### src/rtl/counter_up_down.sv
// counter_up_down: free-running modulo-2**WIDTH up/down counter with terminal flags and registered wrap pulse
module counter_up_down #(
    parameter int WIDTH = 4
) (
    input  logic             clock,
    input  logic             reset,
    input  logic             mode,
    output logic [WIDTH-1:0] count,
    output logic             at_max,
    output logic             at_min,
    output logic             wrap
);
    always_ff @(posedge clock) begin
        if (!reset) begin
            count <= '0;
            wrap  <= 1'b0;
        end else begin
            count <= mode ? count + WIDTH'(1) : count - WIDTH'(1);
            wrap  <= mode ? &count : ~|count;
        end
    end
    assign at_max = &count;
    assign at_min = ~|count;
endmodule

### config.mk
export PLATFORM = sky130hd
export DESIGN_NAME = counter_up_down
export DESIGN_NICKNAME = d
export VERILOG_FILES = /design/src/rtl/counter_up_down.sv
export SDC_FILE = /design/constraint.sdc
export NUM_CORES = 1
export LEC_CHECK = 0
export CORE_AREA = 2 2 39 41
export CTS_BUF_LIST = sky130_fd_sc_hd__clkbuf_16
export CTS_CLUSTER_DIAMETER = 40
export CTS_CLUSTER_SIZE = 16
export DETAILED_ROUTE_END_ITERATION = 10
export DIE_AREA = 0 0 41 43
export PLACE_DENSITY_LB_ADDON = 0.08
export SLEW_MARGIN = 20
export SYNTH_ARGS = -nofsm -noshare
export SYNTH_HDL_FRONTEND = slang
export SYNTH_SLANG_ARGS = --single-unit
### constraint.sdc
create_clock -name clock -period 1.6 [get_ports clock]
set_input_delay 0.16 -clock clock [delete_from_list [all_inputs] [get_ports clock]]
set_output_delay 0.16 -clock clock [all_outputs]
set_load 0.03 [all_outputs]
==> reports/metrics.yaml, run 1 <==
status: "completed"
cp_top_family: "buffers and inverters"
crit_type: "flip-flop to output pin"
htree_levels: 1
antenna_found_initial: 0
min_period_over_period: 0.949
grt-ovfl-total: 0
peakVddDrop_mv: 0.699
seqPwrFrac: 0.218
rr_startpoint: "count[0]"
intPower_uw: 580
multi_input_area_um2: 151
drt_wl_total_um: 590
switchingPower_uw: 227
sw_frac_of_total: 0.281
worstRegToRegCells: 3
timing.rr.end: "count[1]"
synth_area_um2: 259
dr.pass1.iters: 1
syn_area_per_cell_um2: 10.4
port_buffers: 9
ys.warnings.count: 0
grt_pass1_vias: 258
post_drt_wl_per_cell_um: 10.0
finalClockSkew_ns: 0.00100
worst-path-buf-inv: 1
power_frac_comb: 0.279
vias: 240
hold_buffers: 0
clkTransAtPathRegs_ns: 0.03
slew_viol_final: 0
cap_violations: 0
crit_path_max_fanout: 5
cts_tree: "done"
routabilityCongestion: 0.726
rsz0062_at_grt: "no"
antenna_left: 0
grt.total_usage: 0.110
fin_util: 0.351
rrSetupSlack_ns: 0.33
grt_pass1_wl_um: 1170
crit_chain: "clkdlybuf4s50_1"
fp-row-count: 14
worstPathRequired_ns: 1.44
crit_path_end: "count[0]"
max_stage_delay_ns: 0.71
yosysSeqAreaShare: 0.386
p_leak_uw: 0.000230
cts_sinks: 5
fmax_ghz: 0.659
die-area_um2: 1760
die_h_um: 43
core_um2: 1380
cts_buffers: 3
syn_inst: 25
p_per_area_nw_per_um2: 1660
hold_violations: 0
fill_cells: 135
insertion_delay_ns: 0.23
seq_area_um2: 100
drtIter0Drc: 0
cts_buffer_depth: 2
cpMaxStageDelayCell: "clkdlybuf4s50_1"
fin_ws_ns: 0.0815
end_kind: "output pin"
viasPerCell: 4.07
min_period_ns: 1.52
clkPwrFrac: 0.503
drc: 0
worstSetupStartpoint: "count[0]"
worst_slew_pin_slew_ns: 0.319
antennaDiodeCount: 0
hp-class: "flip-flop to flip-flop"
cp.depth: 1
dp_hpwl_um: 472
io-pin-count: 10
start_kind: "flip-flop"
grt_max_degree: 6
power.total_uw: 806
yosys_register_bits: 5
dpl_worst_slack_ns: -0.0101
die_w_um: 41
syn_to_final_growth_pct: 87.4
nets: 50
ys_types: 15
slew_headroom: 0.787
initial_core_util: 0.187
setup_viol: 0
cts-root-buf: "clkbuf_16"
arrival_ns: 1.36
drive_gt1_frac: 0.256
postSynthNetCount: 31
==> through the flow <==
stage	TNS [ns]	cells	hold slack, ns	area [µm²]
after floorplan	0	25	0.282	259
after global placement	-0.00423	55	0.490	407
after detailed placement	-0.0101	55	0.499	407
after CTS	0	59	0.516	483
after global routing	0	59	0.547	485
final	0	59	0.504	485
==> state kept, by name, summed over array words and instances (netlist names) <==
signal and cells:
count 4, wrap 1
==> layout by cell type (no fill, tap or decap), drive strengths merged <==
cell type / synthesis / routed
a21oi: 3 / 3
and2: 1 / 1
and4: 1 / 1
buf: 0 / 5
clkbuf: 0 / 3
clkdlybuf4s50: 0 / 6
dfxtp: 5 / 5
dlygate4sd2: 0 / 2
dlymetal6s2s: 0 / 1
fa: 1 / 1
ha: 2 / 2
inv: 2 / 3
nand2: 2 / 2
nand3: 2 / 2
nor2: 2 / 2
nor3b: 1 / 1
nor4: 1 / 1
xnor2: 1 / 1
xor2: 1 / 1
==> cells by family (layout without fill, tap and decap cells) <==
family,after synthesis,after routing,share of synthesized area
xor gates and xnor gates,2,2,0.0676
and+or+nand+nor,10,10,0.271
adders and majority gates,3,3,0.174
AOI/OAI and AO/OA,3,3,0.0725
DFF,5,5,0.386
buffers and inverters,2,20,0.0290
==> synthesized netlist by cell type <==
cell,count,area (µm²)
xor2_1,1,8.76
inv_1,2,7.51
ha_1,2,25.0
and4_2,1,10.0
nor2_1,2,7.51
xnor2_1,1,8.76
and2_1,1,6.26
nor4_4,1,21.3
fa_1,1,20.0
nand2_1,2,7.51
nor3b_1,1,7.51
a21oi_1,2,10.0
nand3_1,2,10.0
dfxtp_1,5,100
a21oi_2,1,8.76
==> layer usage <==
metal	track usage	routed length, µm	up-vias
li1	-	-	122
met4	0.0600	13	0
met5	0	0	-
met2	0.141	301	8
met1	0.119	219	107
met3	0.0942	55	3
==> power by group through the flow <==
stage	clock network (µW)	logic, µW	registers, µW
CTS	417	230	177
detailed placement	0	233	179
global placement	0	234	179
floorplan	0	89.6	219
finish	406	225	176
global route	432	252	182
==> layout make-up <==
cell class	count	share of cell area
tap	16	0.0412
clock buffer	3	0.155
multi-input combinational	18	0.312
timing repair buffer	14	0.263
inverter	2	0.0155
clock inverter	1	0.00773
sequential	5	0.206
==> repair_timing <==
| action | 4_1_cts | 5_1_grt |
|---|---|---|
| setup endpoints to repair | 2 | 1 |
| gates cloned | 0 | 0 |
| resized for setup | 2 | 1 |
| endpoints found under the hold margin | 0 | 0 |
| buffers inserted | 0 | 0 |
==> worst min-delay path by stage <==
stage	slack (ns)	startpoint	endpoint	cells past startpoint
2_1_floorplan	0.28	reset	count[1]	1
3_3_place_gp	0.49	count[0]	count[0]	1
3_5_place_dp	0.50	count[0]	count[0]	1
4_1_cts	0.52	count[0]	count[0]	1
5_1_grt	0.55	count[0]	count[0]	1
6_report	0.50	count[0]	count[0]	1
Note: power is estimated with default switching activity, not from simulation.
==> run 2, diff against run 1 <==
--- a/config.mk
+++ b/config.mk
@@ -7,7 +7,6 @@
 export LEC_CHECK = 0
 export CORE_AREA = 2 2 39 41
 export CTS_BUF_LIST = sky130_fd_sc_hd__clkbuf_16
-export CTS_CLUSTER_DIAMETER = 40
 export CTS_CLUSTER_SIZE = 16
 export DETAILED_ROUTE_END_ITERATION = 10
 export DIE_AREA = 0 0 41 43
==> constraint.sdc (replaced) <==
create_clock -name clock -period 1.8 [get_ports clock]
set_input_delay 0.18 -clock clock [delete_from_list [all_inputs] [get_ports clock]]
set_output_delay 0.18 -clock clock [all_outputs]
set_load 0.03 [all_outputs]
==> reports/metrics.yaml, run 2 (synthesis gave the netlist of run 1 again) <==
min_period_ns: 1.61
cts_sinks: 5
grt_pass1_vias: 200
max_stage_delay_ns: 0.73
design_area_um2: 445
clkTransAtPathRegs_ns: 0.03
cts_buffers: 3
timing.rr.end: "count[3]"
vias: 219
grt_pass1_wl_um: 869
drive_gt1_frac: 0.158
crit_chain: "clkdlybuf4s50_1"
grt.total_usage: 0.0843
core_um2: 1380
die_w_um: 41
hp-class: "flip-flop to flip-flop"
clkPwrFrac: 0.519
multi_input_area_um2: 151
setup_tns_ns: 0
grt-ovfl-total: 0
insertion_delay_ns: 0.23
fin_cells: 54
fill_cells: 145
die-area_um2: 1760
start_kind: "flip-flop"
port_buffers: 9
power_frac_comb: 0.251
antennaDiodeCount: 0
hold_slack_ns: 0.535
arrival_ns: 1.43
reg.largest.list: "count x4, wrap x1"
drc: 0
min_period_over_period: 0.892
seq_area_um2: 100
layout_common_cells: "clkdlybuf4s50_1, dfxtp_1, inv_1, clkbuf_16"
cpMaxStageDelayCell: "clkdlybuf4s50_1"
end_kind: "output pin"
drtIter0Drc: 3
crit_type: "flip-flop to output pin"
final_common_cell: "clkdlybuf4s50_1"
worst-path-buf-inv: 1
nets: 45
drt_wl_total_um: 548
cp_top_family: "buffers and inverters"
syn_to_final_growth_pct: 72.0
post_drt_wl_per_cell_um: 10.1
dp.cells: 50
io-pin-count: 10
whs_path_depth: 1
seqPwrFrac: 0.231
min_from: "count[0]"
largest_register_ff_count: 4
cap_violations: 0
p_per_area_nw_per_um2: 1560
initial_core_util: 0.187
intPower_uw: 499
slew_headroom: 0.796
grt_max_degree: 7
fp-row-count: 14
die_h_um: 43
rrSetupSlack_ns: 0.52
htree_levels: 1
peakVddDrop_mv: 0.440
cts-root-buf: "clkbuf_16"
antenna_left: 0
switchingPower_uw: 196
hold_violations: 0
antenna_found_initial: 0
fmax_ghz: 0.622
p_leak_uw: 0.000192
cp.depth: 1
hold_buffers: 0
worst_slew_pin_slew_ns: 0.306
cts_tree: "done"
placed_area_um2: 369
dp_hpwl_um: 433
cts_buffer_depth: 2
finalClockSkew_ns: 0.000393
rr_startpoint: "count[2]"
worstHoldEndpoint: "count[0]"
status: "completed"
rsz0062_at_grt: "no"
dr.pass1.iters: 3
worstPathRequired_ns: 1.62
sw_frac_of_total: 0.282
largest_register: "count"
worstRegToRegCells: 4
slew_viol_final: 0
power.total_uw: 695
crit_path_max_fanout: 6
routabilityCongestion: 0.632
setup_viol: 0
viasPerCell: 4.06
[run 2: changes by cell type in the layout (fill, tap and decap cells not counted)]
cell / change
dlymetal6s2s_1: -1
clkdlybuf4s50_1: +1
buf_4: -5
[run 2: per-layer routing]
layer	up-vias	track usage	routed length (µm)
met2	5	0.0906	251
met3	2	0.0471	34
met4	0	0.100	4
li1	112	-	-
met1	100	0.0997	258
met5	-	0	0
[run 2: cell type report]
cell class	count	area share
well taps	16	0.0449
flip-flops and latches	5	0.225
inverters	2	0.0169
repair buffers	9	0.197
clock inverters	1	0.00843
multi-input cells	18	0.340
clock buffers	3	0.169
[run 2: power by group through the flow]
stage	sequential [µW]	combinational [µW]	clock, µW
after detailed placement	163	180	0
after global placement	162	181	0
after floorplan	195	79.7	0
after CTS	161	177	369
after global routing	164	188	377
final	160	174	361
[run 2: how the worst max path moves through the flow]
stage / from / endpoint / slack (ns)
finish: count[0] / count[0] / 0.19
global route: count[0] / count[0] / 0.12
CTS: count[0] / count[0] / 0.17
detailed placement: mode / count[3] / 0.06
global placement: mode / count[3] / 0.07
floorplan: count[2] / count[3] / 0.41
[run 2: per-stage QoR]
stage | utilization | worst slack [ns]
6_report | 0.322 | 0.194
5_1_grt | 0.322 | 0.122
2_1_floorplan | - | 0.406
3_3_place_gp | 0.267 | 0.0679
4_1_cts | 0.322 | 0.174
3_5_place_dp | 0.267 | 0.0589
[run 2: what timing repair did]
item | CTS | global route
endpoints found under the setup margin | 2 | 0
buffers inserted | 0 | 0
gates resized for setup | 2 | 0
==> run 3, diff against run 2 <==
--- a/config.mk
+++ b/config.mk
@@ -11,7 +11,9 @@
 export DETAILED_ROUTE_END_ITERATION = 10
 export DIE_AREA = 0 0 41 43
 export PLACE_DENSITY_LB_ADDON = 0.08
+export SETUP_SLACK_MARGIN = 0.1
 export SLEW_MARGIN = 20
 export SYNTH_ARGS = -nofsm -noshare
 export SYNTH_HDL_FRONTEND = slang
 export SYNTH_SLANG_ARGS = --single-unit
+export TNS_END_PERCENT = 1
==> results of run 3 <==
No change in the layout: final DEF, timing and power equal those of run 2.
